===== config.mk =====
export PLATFORM = sky130hd
export DESIGN_NAME = therm_to_bin_pipe
export DESIGN_NICKNAME = d
export VERILOG_FILES = /design/src/rtl/tdc_pkg.sv /design/src/rtl/popcnt8.sv /design/src/rtl/therm_to_bin_pipe.sv
export SDC_FILE = /design/constraint.sdc
export NUM_CORES = 1
export LEC_CHECK = 0
export CORE_AREA = 8 8 114 116
export CTS_BUF_LIST = sky130_fd_sc_hd__clkbuf_4
export DETAILED_ROUTE_END_ITERATION = 12
export DIE_AREA = 0 0 122 124
export PLACE_DENSITY = 0.58
export SLEW_MARGIN = 20
export SYNTH_ARGS = -nofsm -noshare
export SYNTH_HDL_FRONTEND = slang
export SYNTH_SLANG_ARGS = --single-unit

===== constraint.sdc =====
create_clock -name clk -period 5.5 [get_ports clk]
set_input_delay 1.65 -clock clk [delete_from_list [all_inputs] [get_ports clk]]
set_output_delay 1.65 -clock clk [all_outputs]
set_load 0.02 [all_outputs]

===== src/rtl/tdc_pkg.sv =====
// Shared constants and sizing helpers for the TDC thermometer-to-binary path.
package tdc_pkg;

    localparam int N_BITS_DEF = 32;
    localparam int GROUP_W    = 8;

    // Binary width that holds 0..n without wrapping.
    function automatic int out_w_calc(input int n);
        return $clog2(n + 1);
    endfunction

endpackage


===== src/rtl/popcnt8.sv =====
// Combinational 8-bit population count with a 4-bit result (0..8).
module popcnt8 (
    input  logic [7:0] data,
    output logic [3:0] cnt
);

    // Sum the eight bits.
    always_comb begin
        cnt = 4'd0;
        for (int i = 0; i < 8; i++) begin
            cnt = cnt + {3'd0, data[i]};
        end
    end

endmodule


===== src/rtl/therm_to_bin_pipe.sv =====
// Three-stage thermometer-to-binary converter with optional bubble correction,
// bubble flag and a saturating bubble-error counter.
module therm_to_bin_pipe
    import tdc_pkg::*;
#(
    parameter  int N_BITS = N_BITS_DEF,
    parameter  int ERR_W  = 8,
    localparam int OUT_W  = out_w_calc(N_BITS)
) (
    input  logic              clk,
    input  logic              rst,
    input  logic              valid_in,
    input  logic [N_BITS-1:0] data_in,
    input  logic              bubble_fix,
    input  logic              err_clr,
    output logic              valid_out,
    output logic [OUT_W-1:0]  count,
    output logic              all_ones,
    output logic              all_zeros,
    output logic              bubble,
    output logic [ERR_W-1:0]  err_cnt
);

    localparam int N_GRP = N_BITS / GROUP_W;

    logic [N_BITS+1:0] ext_s;
    logic [N_BITS-1:0] maj_s;
    logic [N_BITS-1:0] corr_s;
    logic              bubble_raw_s;

    logic              v1_r;
    logic              bub1_r;
    logic [N_BITS-1:0] d1_r;

    logic [3:0]        grp_cnt_s [N_GRP];
    logic [3:0]        grp_r     [N_GRP];
    logic              v2_r;
    logic              bub2_r;

    logic [OUT_W-1:0]  sum_s;

    // Stage-1 combinational: majority repair and bubble detection on the raw word.
    always_comb begin
        // Pad below with a 1 (tap before the line) and above with a 0.
        ext_s = {1'b0, data_in, 1'b1};
        maj_s = '0;
        for (int i = 0; i < N_BITS; i++) begin
            maj_s[i] = (ext_s[i]   & ext_s[i+1]) |
                       (ext_s[i]   & ext_s[i+2]) |
                       (ext_s[i+1] & ext_s[i+2]);
        end
        if (bubble_fix) begin
            corr_s = maj_s;
        end else begin
            corr_s = data_in;
        end
        bubble_raw_s = |(data_in[N_BITS-1:1] & ~data_in[N_BITS-2:0]);
    end

    // Stage-1 registers: capture corrected word and raw bubble flag.
    always_ff @(posedge clk) begin
        if (rst) begin
            v1_r   <= 1'b0;
            bub1_r <= 1'b0;
            d1_r   <= '0;
        end else begin
            v1_r <= valid_in;
            if (valid_in) begin
                d1_r   <= corr_s;
                bub1_r <= bubble_raw_s;
            end
        end
    end

    genvar g;
    generate
        for (g = 0; g < N_GRP; g++) begin : g_grp
            popcnt8 u_popcnt8 (
                .data (d1_r[g*GROUP_W +: GROUP_W]),
                .cnt  (grp_cnt_s[g])
            );
        end
    endgenerate

    // Stage-2 registers: per-group partial counts.
    always_ff @(posedge clk) begin
        if (rst) begin
            v2_r   <= 1'b0;
            bub2_r <= 1'b0;
            for (int i = 0; i < N_GRP; i++) begin
                grp_r[i] <= 4'd0;
            end
        end else begin
            v2_r <= v1_r;
            if (v1_r) begin
                bub2_r <= bub1_r;
                for (int i = 0; i < N_GRP; i++) begin
                    grp_r[i] <= grp_cnt_s[i];
                end
            end
        end
    end

    // Stage-3 combinational: final sum at full output width.
    always_comb begin
        sum_s = '0;
        for (int i = 0; i < N_GRP; i++) begin
            sum_s = sum_s + OUT_W'(grp_r[i]);
        end
    end

    // Stage-3 registers: outputs hold their last valid values between samples.
    always_ff @(posedge clk) begin
        if (rst) begin
            valid_out <= 1'b0;
            count     <= '0;
            all_ones  <= 1'b0;
            all_zeros <= 1'b0;
            bubble    <= 1'b0;
        end else begin
            valid_out <= v2_r;
            if (v2_r) begin
                count     <= sum_s;
                all_ones  <= (sum_s == OUT_W'(N_BITS));
                all_zeros <= (sum_s == '0);
                bubble    <= bub2_r;
            end
        end
    end

    // Error counter advances together with a bubble-flagged output; clear wins.
    always_ff @(posedge clk) begin
        if (rst) begin
            err_cnt <= '0;
        end else if (err_clr) begin
            err_cnt <= '0;
        end else if (v2_r && bub2_r && (err_cnt != {ERR_W{1'b1}})) begin
            err_cnt <= err_cnt + ERR_W'(1);
        end
    end

endmodule


==> impl_metrics.toml, run 1 <==
[timing]
hold_viol = 0
finalSetupTns_ps = 0
period_share = 0.5852
tightest_slew_ps = 979.6
drv_slew = 0
fin_crit_ps = 3218
setup_slack_ps = 2282
clock.fmax_mhz = 310.7
whs_ps = 461.8
final-setup-viol-count = 0
maxSlewHeadroom = 0.3469
finalClockSkew_ps = 17.39
rsz0062_at_grt = "false"

[final_layout]
finalNonFillerCells = 703
drive_gt1_frac = 0.04107
area_growth_syn_to_layout_pct = 17.20
n_antenna_cell = 0
fin_util = 0.4669
final_area_um2 = 5218
fin_nets = 634
fill_cells = 1115

[pwr]
power_density_nw_per_um2 = 223.9
max-vdd-ir-drop_uv = 114.5
p_leak_nw = 2.063
power_mw = 1.168

[synth]
yosysUniqueCellTypes = 42
post-synth-top-area-cell = "dfxtp_1"
synth_cells = 509
yosysTopAreaCellShare = 0.2428
synth_ff_type = "dfxtp_1"
synth_area_leaders = "dfxtp_1 (24%), a21oi_1 (11%), fa_1 (11%), edfxtp_1 (11%), nand2b_1 (8.6%)"
synth_common_cells = "a21oi_1 (101), inv_1 (61), nand2b_1 (61)"
synth_seq_cells = 70
synth_most_common_cell = "a21oi_1"
avgSynthCellArea_um2 = 8.746
async_flop_share = 0
yosysWarnings = 0
netlist_area_um2 = 4452
synth_nets = 588
seq_area_frac_synth = 0.3508
synth-edff-count = 16

[hold_path]
worstHoldPathType = "reg2reg"

[clock_tree]
ctsHoldBuffers = 0
post-cts-setup-buffers = 0
clockRootBuffer = "clkbuf_4"
clkSlewWorstSetupHoldPaths_ps = 110
cts.sinks = 70
cts_resized = 0
h-tree-depth = 3
cts_tree = "yes"
clock_path_buffers = 2
clock_latency_ps = 410
cts_made_buffers = 9

[drt]
drt_pass1_iterations = 4
dr_total_vias = 3452
first_iter_violations = 221
route.detailed.drc = 0
wl_per_cell_um = 13.83
totalWireLength_um = 9723
routed_via_density = 4.910
ant_nets = 0

[global_route]
antenna_found_initial = 0
met3_usage = 0.03445
grt_pass1_wl_um = 16400
grt-busiest-layer = "met2"
met1_usage = 0.1788
grt.total_usage = 0.1360
grt_pass1_vias = 3363
grt.overflow.total = 0
grt_max_degree = 68
grtUsageMet2 = 0.2166

[placed_design]
placed_area_um2 = 5090
gp_congestion = 0.7765
dp_hpwl_um = 7370
numPortBuffers = 54
dp.cells = 687
place_ws_ps = 1832

[worst_setup_path]
crit_arrival_ps = 3390
crit_type = "in2reg"
cp.required_ps = 5670
path_max_fanout = 17
worst_setup_path_end_kind = "flop"
startpoint_type = "input pin"
r2r_slack_ps = 2560

[floorplanning]
io-pin-count = 55
rows = 39
fp.coreArea_um2 = 11170
die_area_um2 = 15130
initial_core_util = 0.3984
die_h_um = 124
fp.dieW_um = 122

[run]
maxCapViolCount = 0

[run_status]
outcome = "complete, no violations"
==> path summary, 6_finish.rpt <==
kind                            startpoint     endpoint  depth (start not counted)
worst max-delay path                   rst  grp_r[0][1]                          4
worst min-delay path             all_zeros    all_zeros                          2
worst max register to register     d1_r[0]  grp_r[0][2]                          9
worst min register to register   all_zeros    all_zeros                          2
==> worst max-delay path, cell delays in order <==
cell and delay (ps):
clkdlybuf4s50_1 850, nand2b_1 380, clkinv_1 280, and2_1 230
==> logic make-up after synthesis <==
family | after synthesis | synth area share
compound gates | 131 | 0.1661
xor+xnor | 10 | 0.01967
fa+ha+maj | 42 | 0.1585
buf+inv | 83 | 0.07279
flops | 70 | 0.3508
mux | 5 | 0.01124
simple gates | 168 | 0.2209
==> cell usage in the layout (no fill, tap or decap), drive strengths merged, types with 2 or more instances in the layout <==
| cell type | Yosys | final |
|---|---|---|
| a21oi | 101 | 101 |
| inv | 61 | 61 |
| nand2b | 61 | 61 |
| dfxtp | 54 | 54 |
| clkdlybuf4s50 | 0 | 53 |
| nor2 | 39 | 39 |
| fa | 24 | 24 |
| or3b | 24 | 24 |
| nand2 | 18 | 18 |
| ha | 18 | 18 |
| edfxtp | 16 | 16 |
| clkbuf | 14 | 10 |
| and2 | 8 | 8 |
| xnor2 | 6 | 6 |
| o211ai | 6 | 6 |
| a21o | 6 | 6 |
| clkinv | 1 | 6 |
| mux2i | 5 | 5 |
| a211oi | 4 | 4 |
| o31ai | 4 | 4 |
| xor2 | 4 | 4 |
| nor2b | 3 | 3 |
| nand3 | 3 | 3 |
| o22ai | 3 | 3 |
| nor4 | 3 | 3 |
| buf | 7 | 3 |
| or2 | 2 | 2 |
| or4 | 2 | 2 |
| o2111ai | 2 | 2 |
==> registers in the layout, indices dropped and copies added (netlist names) <==
register	cells
d1_r	32
grp_r	16
err_cnt	8
count	6
all_ones	1
all_zeros	1
bub1_r	1
bub2_r	1
bubble	1
v1_r	1
v2_r	1
valid_out	1
==> area by class of cell <==
type / instances / area, um2 / share of cell area
Multi-Input combinational cell: 356 / 2566 / 0.4918
Sequential cell: 70 / 1562 / 0.2993
Tap cell: 143 / 178.9 / 0.03429
Inverter: 62 / 232.7 / 0.04460
Clock buffer: 10 / 75.07 / 0.01439
Timing Repair Buffer: 56 / 550.5 / 0.1055
Clock inverter: 6 / 52.55 / 0.01007
==> routing by layer <==
layer | vias to the layer above | routed length, um
li1 | 1794 | -
met2 | 56 | 4605
met1 | 1597 | 4620
met4 | 0 | 108
met3 | 5 | 388
met5 | - | 0
==> where the power goes <==
part           total, mW  switching, mW  internal, mW
Combinational      0.285          0.153         0.132
Sequential         0.570         0.0161         0.554
Clock              0.313          0.175         0.139
Total               1.17          0.344         0.824
Note: power is estimated with default switching activity, not from simulation.
==> run 2, diff against run 1 <==
==> constraint.sdc (replaced) <==
create_clock -name clk -period 3.1 [get_ports clk]
set_input_delay 0.93 -clock clk [delete_from_list [all_inputs] [get_ports clk]]
set_output_delay 0.93 -clock clk [all_outputs]
set_load 0.02 [all_outputs]
==> impl_metrics.toml, run 2 (same netlist as run 1, synthesis figures left out) <==
[run_status]
outcome = "complete, no violations"

[placed_design]
placed_area_um2 = 5117
dp_hpwl_um = 7214
gp_congestion = 0.8744
numPortBuffers = 54
dp.cells = 689

[clock_tree]
cts_resized = 0
clockRootBuffer = "clkbuf_4"
cts.sinks = 70
clkSlewWorstSetupHoldPaths_ps = 110
cts_made_buffers = 9
clock_latency_ps = 410
clock_path_buffers = 2
cts_tree = "yes"
h-tree-depth = 3
ctsHoldBuffers = 0
post-cts-setup-buffers = 0

[drt]
first_iter_violations = 189
totalWireLength_um = 9352
route.detailed.drc = 0
ant_nets = 0
dr_total_vias = 3438
routed_via_density = 4.877
wl_per_cell_um = 13.27
drt_pass1_iterations = 4

[timing]
maxSlewHeadroom = 0.3719
clock.fmax_mhz = 345.9
fin_crit_ps = 2891
tightest_slew_ps = 942.1
drv_slew = 0
finalClockSkew_ps = 16.09
whs_ps = 465.8
period_share = 0.9325
final-setup-viol-count = 0
finalSetupTns_ps = 0
rsz0062_at_grt = "false"
hold_viol = 0

[global_route]
antenna_found_initial = 0
grt_max_degree = 68
grt_pass1_wl_um = 15380
grt.overflow.total = 0
grt_pass1_vias = 3312
grt.total_usage = 0.1285

[pwr]
p_leak_nw = 2.073
combPwrFrac = 0.249
intPower_mw = 1.393
switching_power_uw = 600.9
clockPowerShare = 0.244
p_seq_frac = 0.507
power_density_nw_per_um2 = 381.6
switching_share = 0.3014
max-vdd-ir-drop_uv = 158.7

[worst_setup_path]
cp.required_ps = 3260
critPathLaunch = "d1_r[0]"
crit_arrival_ps = 3050
crit_type = "reg2reg"
reg2reg_depth = 9
path_max_fanout = 2
startpoint_type = "flop"
reg2reg_to = "grp_r[0][2]"
reg2reg_from = "d1_r[0]"
critPathCapture = "grp_r[0][2]"
r2r_slack_ps = 210
worst_setup_path_end_kind = "flop"

[final_layout]
n_antenna_cell = 0
finalNonFillerCells = 705
fin_nets = 636
fin_util = 0.4676
area_growth_syn_to_layout_pct = 17.37
reg_top3 = "d1_r (32), grp_r (16), err_cnt (8)"
final_cell_mix = "a21oi_1 (101), inv_1 (61), nand2b_1 (61)"
final_area_um2 = 5225
largest_reg_flops = 32
drive_gt1_frac = 0.04804
final_common_cell = "a21oi_1"
regMostFlops = "d1_r"

[floorplanning]
die_h_um = 124
fp.dieW_um = 122
fp.coreArea_um2 = 11170
io-pin-count = 55
rows = 39
initial_core_util = 0.3984
die_area_um2 = 15130

[run]
maxCapViolCount = 0

[hold_path]
worstHoldPathType = "reg2reg"
-- run 2: cell count changes in the layout (fill, tap and decap cells not counted) --
cell	change
clkbuf_4	+1
buf_12	+1
inv_4	+1
inv_2	+1
buf_4	+1
bufinv_16	-1
clkinv_1	-2
-- run 2: worst min-delay path by stage --
stage | from | end | slack (ps) | cells after the start
after global routing | d1_r[23] | d1_r[23] | 490 | 2
final | all_ones | all_ones | 470 | 2
after global placement | all_zeros | all_zeros | 440 | 2
after CTS | all_zeros | all_zeros | 470 | 2
after detailed placement | all_zeros | all_zeros | 450 | 2
after floorplan | d1_r[10] | d1_r[10] | 450 | 2
-- run 2: power by group through the flow --
stage / Sequential [mW] / Combinational (mW) / Clock, mW
after floorplan: 1.03 / 0.328 / 0
after global placement: 1.03 / 0.490 / 0
after detailed placement: 1.03 / 0.501 / 0
after CTS: 1.01 / 0.505 / 0.508
after global routing: 1.02 / 0.570 / 0.547
final: 1.01 / 0.496 / 0.487
-- run 2: layer usage --
| metal | GRT usage | wire length (um) |
|---|---|---|
| met2 | 0.2081 | 4283 |
| met3 | 0.03717 | 497 |
| met5 | 0 | 0 |
| met4 | 0.05166 | 208 |
| met1 | 0.1581 | 4362 |
-- run 2: area by class of cell --
cell class                 count  area (um2)
clock buffer                  11       82.58
clock inverter                 5       25.02
fill                        1139        5949
inverter                      62       232.7
multi-input combinational    356        2566
sequential                    70        1562
tap                          143       178.9
timing repair buffer          58       578.1
-- run 2: per-stage QoR --
stage / total power [mW] / setup WS [ps]
floorplan: 1.359 / 329.8
global placement: 1.521 / 295.3
detailed placement: 1.534 / 226.6
CTS: 2.025 / 214.1
global route: 2.135 / 69.98
finish: 1.994 / 209.1
-- run 2: worst max-delay path: stages, from the launching register on --
cell	delay [ps]
dfxtp_1	330
ha_1	280
inv_1	70
fa_1	420
fa_1	500
inv_1	50
fa_1	400
fa_1	400
xnor2_1	150
nor2_1	50
